## config.mk

```make
export PLATFORM = sky130hd
export DESIGN_NAME = regfile_wb_arbiter
export DESIGN_NICKNAME = d
export VERILOG_FILES = /design/src/rtl/wb_arb_pkg.sv /design/src/rtl/wb_result_fifo.sv /design/src/rtl/regfile_wb_arbiter.sv
export SDC_FILE = /design/constraint.sdc
export NUM_CORES = 1
export LEC_CHECK = 0
export ABC_AREA = 1
export CAP_MARGIN = 20
export CORE_ASPECT_RATIO = 0.75
export CORE_MARGIN = 5
export CORE_UTILIZATION = 49
export DETAILED_ROUTE_END_ITERATION = 16
export GPL_ROUTABILITY_DRIVEN = 0
export HOLD_SLACK_MARGIN = 0.15
export PLACE_DENSITY = 0.84
export SLEW_MARGIN = 20
export SYNTH_ARGS = -nofsm -noshare
export SYNTH_HDL_FRONTEND = slang
export SYNTH_HIERARCHICAL = 1
export SYNTH_SLANG_ARGS = --single-unit
```

## constraint.sdc

```tcl
create_clock -name clk -period 4.9 [get_ports clk]
set_input_delay 0.98 -clock clk [delete_from_list [all_inputs] [get_ports clk]]
set_output_delay 0.98 -clock clk [all_outputs]
set_load 0.005 [all_outputs]
```

## src/rtl/wb_arb_pkg.sv

```systemverilog
// Shared types for the regfile writeback arbiter.
// Address/data widths and the buffered result entry.
package wb_arb_pkg;

  localparam int REG_ADDR_W = 5;
  localparam int DATA_W     = 32;

  typedef struct packed {
    logic [REG_ADDR_W-1:0] addr;
    logic [DATA_W-1:0]     data;
  } wb_entry_t;

endpackage

```

## src/rtl/wb_result_fifo.sv

```systemverilog
// In-order buffer for MDU results awaiting a free write slot.
// Extra pointer MSB separates full from empty.
module wb_result_fifo
  import wb_arb_pkg::*;
#(
  parameter int DEPTH = 2
) (
  input  logic      clk,
  input  logic      start,
  input  logic      push,
  input  wb_entry_t push_data,
  input  logic      pop,
  output wb_entry_t pop_data,
  output logic      full,
  output logic      empty
);

  localparam int AW = $clog2(DEPTH);

  wb_entry_t   mem [DEPTH];
  logic [AW:0] wr_ptr;
  logic [AW:0] rd_ptr;
  logic        do_push;
  logic        do_pop;

  assign do_pop  = pop && !empty;
  assign do_push = push && (!full || do_pop);

  assign empty = (wr_ptr == rd_ptr);
  assign full  = (wr_ptr[AW] != rd_ptr[AW]) &&
                 (wr_ptr[AW-1:0] == rd_ptr[AW-1:0]);

  assign pop_data = mem[rd_ptr[AW-1:0]];

  // Pointer advance; wraps modulo 2*DEPTH.
  always_ff @(posedge clk) begin
    if (start) begin
      wr_ptr <= '0;
      rd_ptr <= '0;
    end else begin
      if (do_push) wr_ptr <= wr_ptr + 1'b1;
      if (do_pop)  rd_ptr <= rd_ptr + 1'b1;
    end
  end

  // Entry storage, no reset needed.
  always_ff @(posedge clk) begin
    if (do_push) mem[wr_ptr[AW-1:0]] <= push_data;
  end

endmodule

```

## src/rtl/regfile_wb_arbiter.sv

```systemverilog
// Shares the regfile write port: writeback first, MDU results drained.
// WB_SCOREBOARD_EN adds a pending-register scoreboard driving stall.
module regfile_wb_arbiter
  import wb_arb_pkg::*;
#(
  parameter int DEPTH = 2
) (
  input  logic                  clk,
  input  logic                  start,
  input  logic                  wb_valid,
  input  logic [REG_ADDR_W-1:0] wb_addr,
  input  logic [DATA_W-1:0]     wb_data,
  input  logic                  mdu_valid,
  output logic                  mdu_ready,
  input  logic [REG_ADDR_W-1:0] mdu_addr,
  input  logic [DATA_W-1:0]     mdu_data,
  input  logic                  mdu_issue,
  input  logic [REG_ADDR_W-1:0] mdu_issue_addr,
  input  logic [REG_ADDR_W-1:0] ReadRegister1,
  input  logic [REG_ADDR_W-1:0] ReadRegister2,
  output logic                  stall,
  output logic                  RegWrite,
  output logic [REG_ADDR_W-1:0] WriteRegister,
  output logic [DATA_W-1:0]     WriteData
);

  logic      wb_take;
  logic      push;
  logic      pop;
  logic      full;
  logic      empty;
  wb_entry_t head;
  wb_entry_t in_ent;

  assign wb_take   = wb_valid && (wb_addr != '0);
  assign mdu_ready = !full;
  assign push      = mdu_valid && mdu_ready && (mdu_addr != '0);
  assign pop       = !wb_take && !empty;
  assign in_ent    = '{addr: mdu_addr, data: mdu_data};

  wb_result_fifo #(.DEPTH(DEPTH)) u_fifo (
    .clk       (clk),
    .start     (start),
    .push      (push),
    .push_data (in_ent),
    .pop       (pop),
    .pop_data  (head),
    .full      (full),
    .empty     (empty)
  );

  // Registered write port: wb wins, else drain buffer head.
  always_ff @(posedge clk) begin
    if (start) begin
      RegWrite      <= 1'b0;
      WriteRegister <= '0;
      WriteData     <= '0;
    end else if (wb_take) begin
      RegWrite      <= 1'b1;
      WriteRegister <= wb_addr;
      WriteData     <= wb_data;
    end else if (pop) begin
      RegWrite      <= 1'b1;
      WriteRegister <= head.addr;
      WriteData     <= head.data;
    end else begin
      RegWrite      <= 1'b0;
    end
  end

`ifdef WB_SCOREBOARD_EN
  logic [31:0] pending;
  logic        raw1;
  logic        raw2;
  logic        waw;

  // Pending bits: clear on pop to regfile, set on issue (set wins).
  always_ff @(posedge clk) begin
    if (start) begin
      pending <= '0;
    end else begin
      for (int i = 1; i < 32; i++) begin
        if (mdu_issue && mdu_issue_addr == REG_ADDR_W'(i))
          pending[i] <= 1'b1;
        else if (pop && head.addr == REG_ADDR_W'(i))
          pending[i] <= 1'b0;
      end
      pending[0] <= 1'b0;
    end
  end

  assign raw1 = (ReadRegister1 != '0) && pending[ReadRegister1];
  assign raw2 = (ReadRegister2 != '0) && pending[ReadRegister2];
  assign waw  = mdu_issue && (mdu_issue_addr != '0) &&
                pending[mdu_issue_addr];

  assign stall = full || raw1 || raw2 || waw;
`else
  logic unused_sb;
  assign unused_sb = ^{mdu_issue, mdu_issue_addr,
                       ReadRegister1, ReadRegister2};
  assign stall = full;
`endif

endmodule

```

==> results.md <==
* Overall Global Routing Usage at around 20%
* Buffers & Inverters on Critical Path at 3
* Asr flop ratio synth at 0%
* Core ar. at 10290 um^2
* DRC at 0
* Ratio of cells with drive above 1 in the final layout at approximately 14%
* Most common cell in the netlist: nand3_1
* Fmax at about 310 MHz
* Final core utilization at between 60% and 70%
* Dpl cells at roughly 750
* Clk slew on worst S/H paths at around 0.050 ns
* Detailed Route Iter0 Violations at a little over 300
* Crit path largest cell delay at between 0.4 and 0.5 ns
* Vias in the first global route at 3966
* Synthesis-to-layout area growth at 35.36%
* Grt ovf at 0
* Inserted Clock Buffers at 17
* Post-CTS Setup Repair Bufs at 0
* N_diodes at 0
* Final non-filler cell total at approximately 780
* Via density per instance at 5.070
* Tmin final at 3.194 ns
* Maximum VDD drop at about 320 uV
* Count of buffers from port buffering at 117
* Number of synthesized flops with an enable pin at between 70 and 80
* WL/cell at 15.56 um
* Syn. warnings at 6
* Worst Tran Pin Value at approximately 0.97 ns
* Final setup vio count at 0
* PostCTS Resize Cnt at 0
* PwrDens at approximately 420 nW/um^2
* Hold WC Path Type: flip-flop to flip-flop
* Top_reg_cell synth: edfxtp_1
* Hold Buf Count CTS at 0
* LEAKAGE at between 2 and 3 nW
* Die X at 128.7 um
* CTS root buffer: clkbuf_16
* Post-synthesis cell type count at 20
* Clock Latency Late Sink at slightly above 0.4 ns
* Antenna-violating nets left at 0
* 1st-pass router iterations at 5
* Area contributors post-synth: edfxtp_1 (43%), dfxtp_1 (17%), nand3_1 (8.3%), mux2_2 (8.0%), inv_1 (6.0%)
* Top-area cell type share of the netlist area at a little over two fifths
* Mapped Area at around 5200 um^2
* Setup TNS at 0 ns
* Initial Utilization at about half
* Crit path max-delay cell type: clkdlybuf4s50_1
* H-Tree Level Count at 4
* Clock Path Buffers at 2
* Post-place setup slack at about 1.3 ns
* Worst EP required at approximately 4.9 ns
* Status: completed
* Final Hold Vio Count at 0
* CTS tree: yes
* Period utilization at 65.19%
* First-pass GRT wire length at about 20000 um
* Vias at about 4000
* Avg Synthesized Cell Area at 9.900 um^2
* Synth Register Bits at 117
* I/O pins at 134
* WHS at around 0.48 ns
* Antenna violations before repair at 0
* Critical Path Source Type: input port
* Post-DP HPWL at a little over 8000 um
* Crit path DAT at around 3.2 ns
* Yosys top cell by area: edfxtp_1
* Cell breakdown of the critical path: clkdlybuf4s50_1, nor2_2, nand3_4, a21oi_1, inv_1, nand3_2, nand2_2, nor2_4, buf_4
* Top Family by Delay on Critical Path: buffers and inverters
* Skew final at about 0.014 ns
* Rel. slew slack at 35.47%
* Synth cell count leaders: nand3_1 (86), inv_1 (83), nand2_1 (82), edfxtp_1 (74), dfxtp_1 (43)
* Maxcap violations at 0
* Final WL at roughly 12000 um
* Final worst slack at 1.706 ns
* Fill cells at 760
* Die H at between 90 and 100 um
* Cells after synthesis at roughly 520
* Synth Net Count at slightly above 600
* RSZ-0062 raised after global routing: no
* Sink Count at around 120
* Pin count of the biggest net entering global routing at roughly 70
* Final Max Slew Viols at 0
* DIE AREA at 12740 um^2
* Crit Path Class: input port to flip-flop
* Sequential area share after synthesis at 59.55%
* Row count at 32
* Fin nets at 729
* Crit end category: flip-flop
* Crit path max fanout at 37
-- area by class of cell --
cell class	count	area, um^2	share of cell area [%]
clock buffer	18	429.2	6.124
sequential	117	3084	44.01
tap	136	170.2	2.428
timing repair buffer	124	1224	17.46
inverter	83	311.5	4.446
multi-input combinational	292	1610	22.98
clock inverter	14	178.9	2.553
-- power breakdown --
group          internal (mW)  leakage [nW]  switching [mW]
logic                  0.232          1.51           0.253
registers               1.15          1.05          0.0487
clock network          0.804         0.287           0.444
total                   2.19          2.84           0.745
-- final timing paths --
kind,from,end,slack [ns],cells past startpoint
worst max-delay path,wb_addr[4],u_fifo/mem[0][25]$_DFFE_PP_,1.71,9
worst min-delay path,WriteData[15]$_SDFFE_PP0P_,WriteData[15]$_SDFFE_PP0P_,0.48,2
worst max register to register,u_fifo/wr_ptr[0]$_SDFFE_PP0P_,u_fifo/mem[0][25]$_DFFE_PP_,2.51,11
worst min register to register,WriteData[15]$_SDFFE_PP0P_,WriteData[15]$_SDFFE_PP0P_,0.48,2
-- flip-flops by register name, indices dropped and copies added (netlist names), named ones only --
register       count
RegWrite           1
WriteData         32
WriteRegister      5
u_fifo/mem        74
u_fifo/rd_ptr      2
u_fifo/wr_ptr      2
-- cells in the final DEF, fill, tap and decap left out, types with 2 or more instances in the layout --
cell / netlist / layout
clkinvlp_4: 0 / 3
buf_4: 3 / 7
inv_1: 83 / 82
a21oi_2: 6 / 6
nand3_1: 86 / 86
nor2_1: 35 / 34
nand2_1: 82 / 82
clkinv_4: 0 / 6
edfxtp_1: 74 / 74
nor2_2: 2 / 2
a21oi_1: 34 / 34
bufinv_16: 0 / 3
clkbuf_16: 0 / 17
xor2_1: 2 / 2
clkdlybuf4s50_1: 0 / 117
dfxtp_1: 43 / 42
nand2_2: 5 / 5
mux2_2: 37 / 37
-- cells by family after synthesis --
| group | synth area share, % |
|---|---|
| AO/OA/AOI/OAI | 4.302 |
| XOR/XNOR | 0.3384 |
| buffers and inverters | 9.497 |
| flip-flops | 59.55 |
| multiplexers | 8.047 |
| AND/OR/NAND/NOR | 18.27 |
-- per-stage QoR --
stage / total power, mW / instance area (um^2)
after global placement: 1.683 / 6400
after CTS: 2.964 / 7008
after floorplan: 1.493 / 5177
final: 2.933 / 7008
after global routing: 3.065 / 7008
after detailed placement: 1.705 / 6400
-- worst register-to-register path: cells and delay by family, from the launching register on --
kind	cells	cell delay, ns
buffers and inverters	4	0.67
DFF	1	0.49
and+or+nand+nor	6	0.57
AOI/OAI and AO/OA	1	0.27
-- per-layer routing --
layer	track usage (%)	wire length (um)	up-vias
met3	5.146	793	14
met2	32.52	6167	142
met1	24.36	5040	1871
met4	8.232	195	0
li1	-	-	1948
met5	0	0	-
No activity file was read; power rests on OpenSTA's default activity.
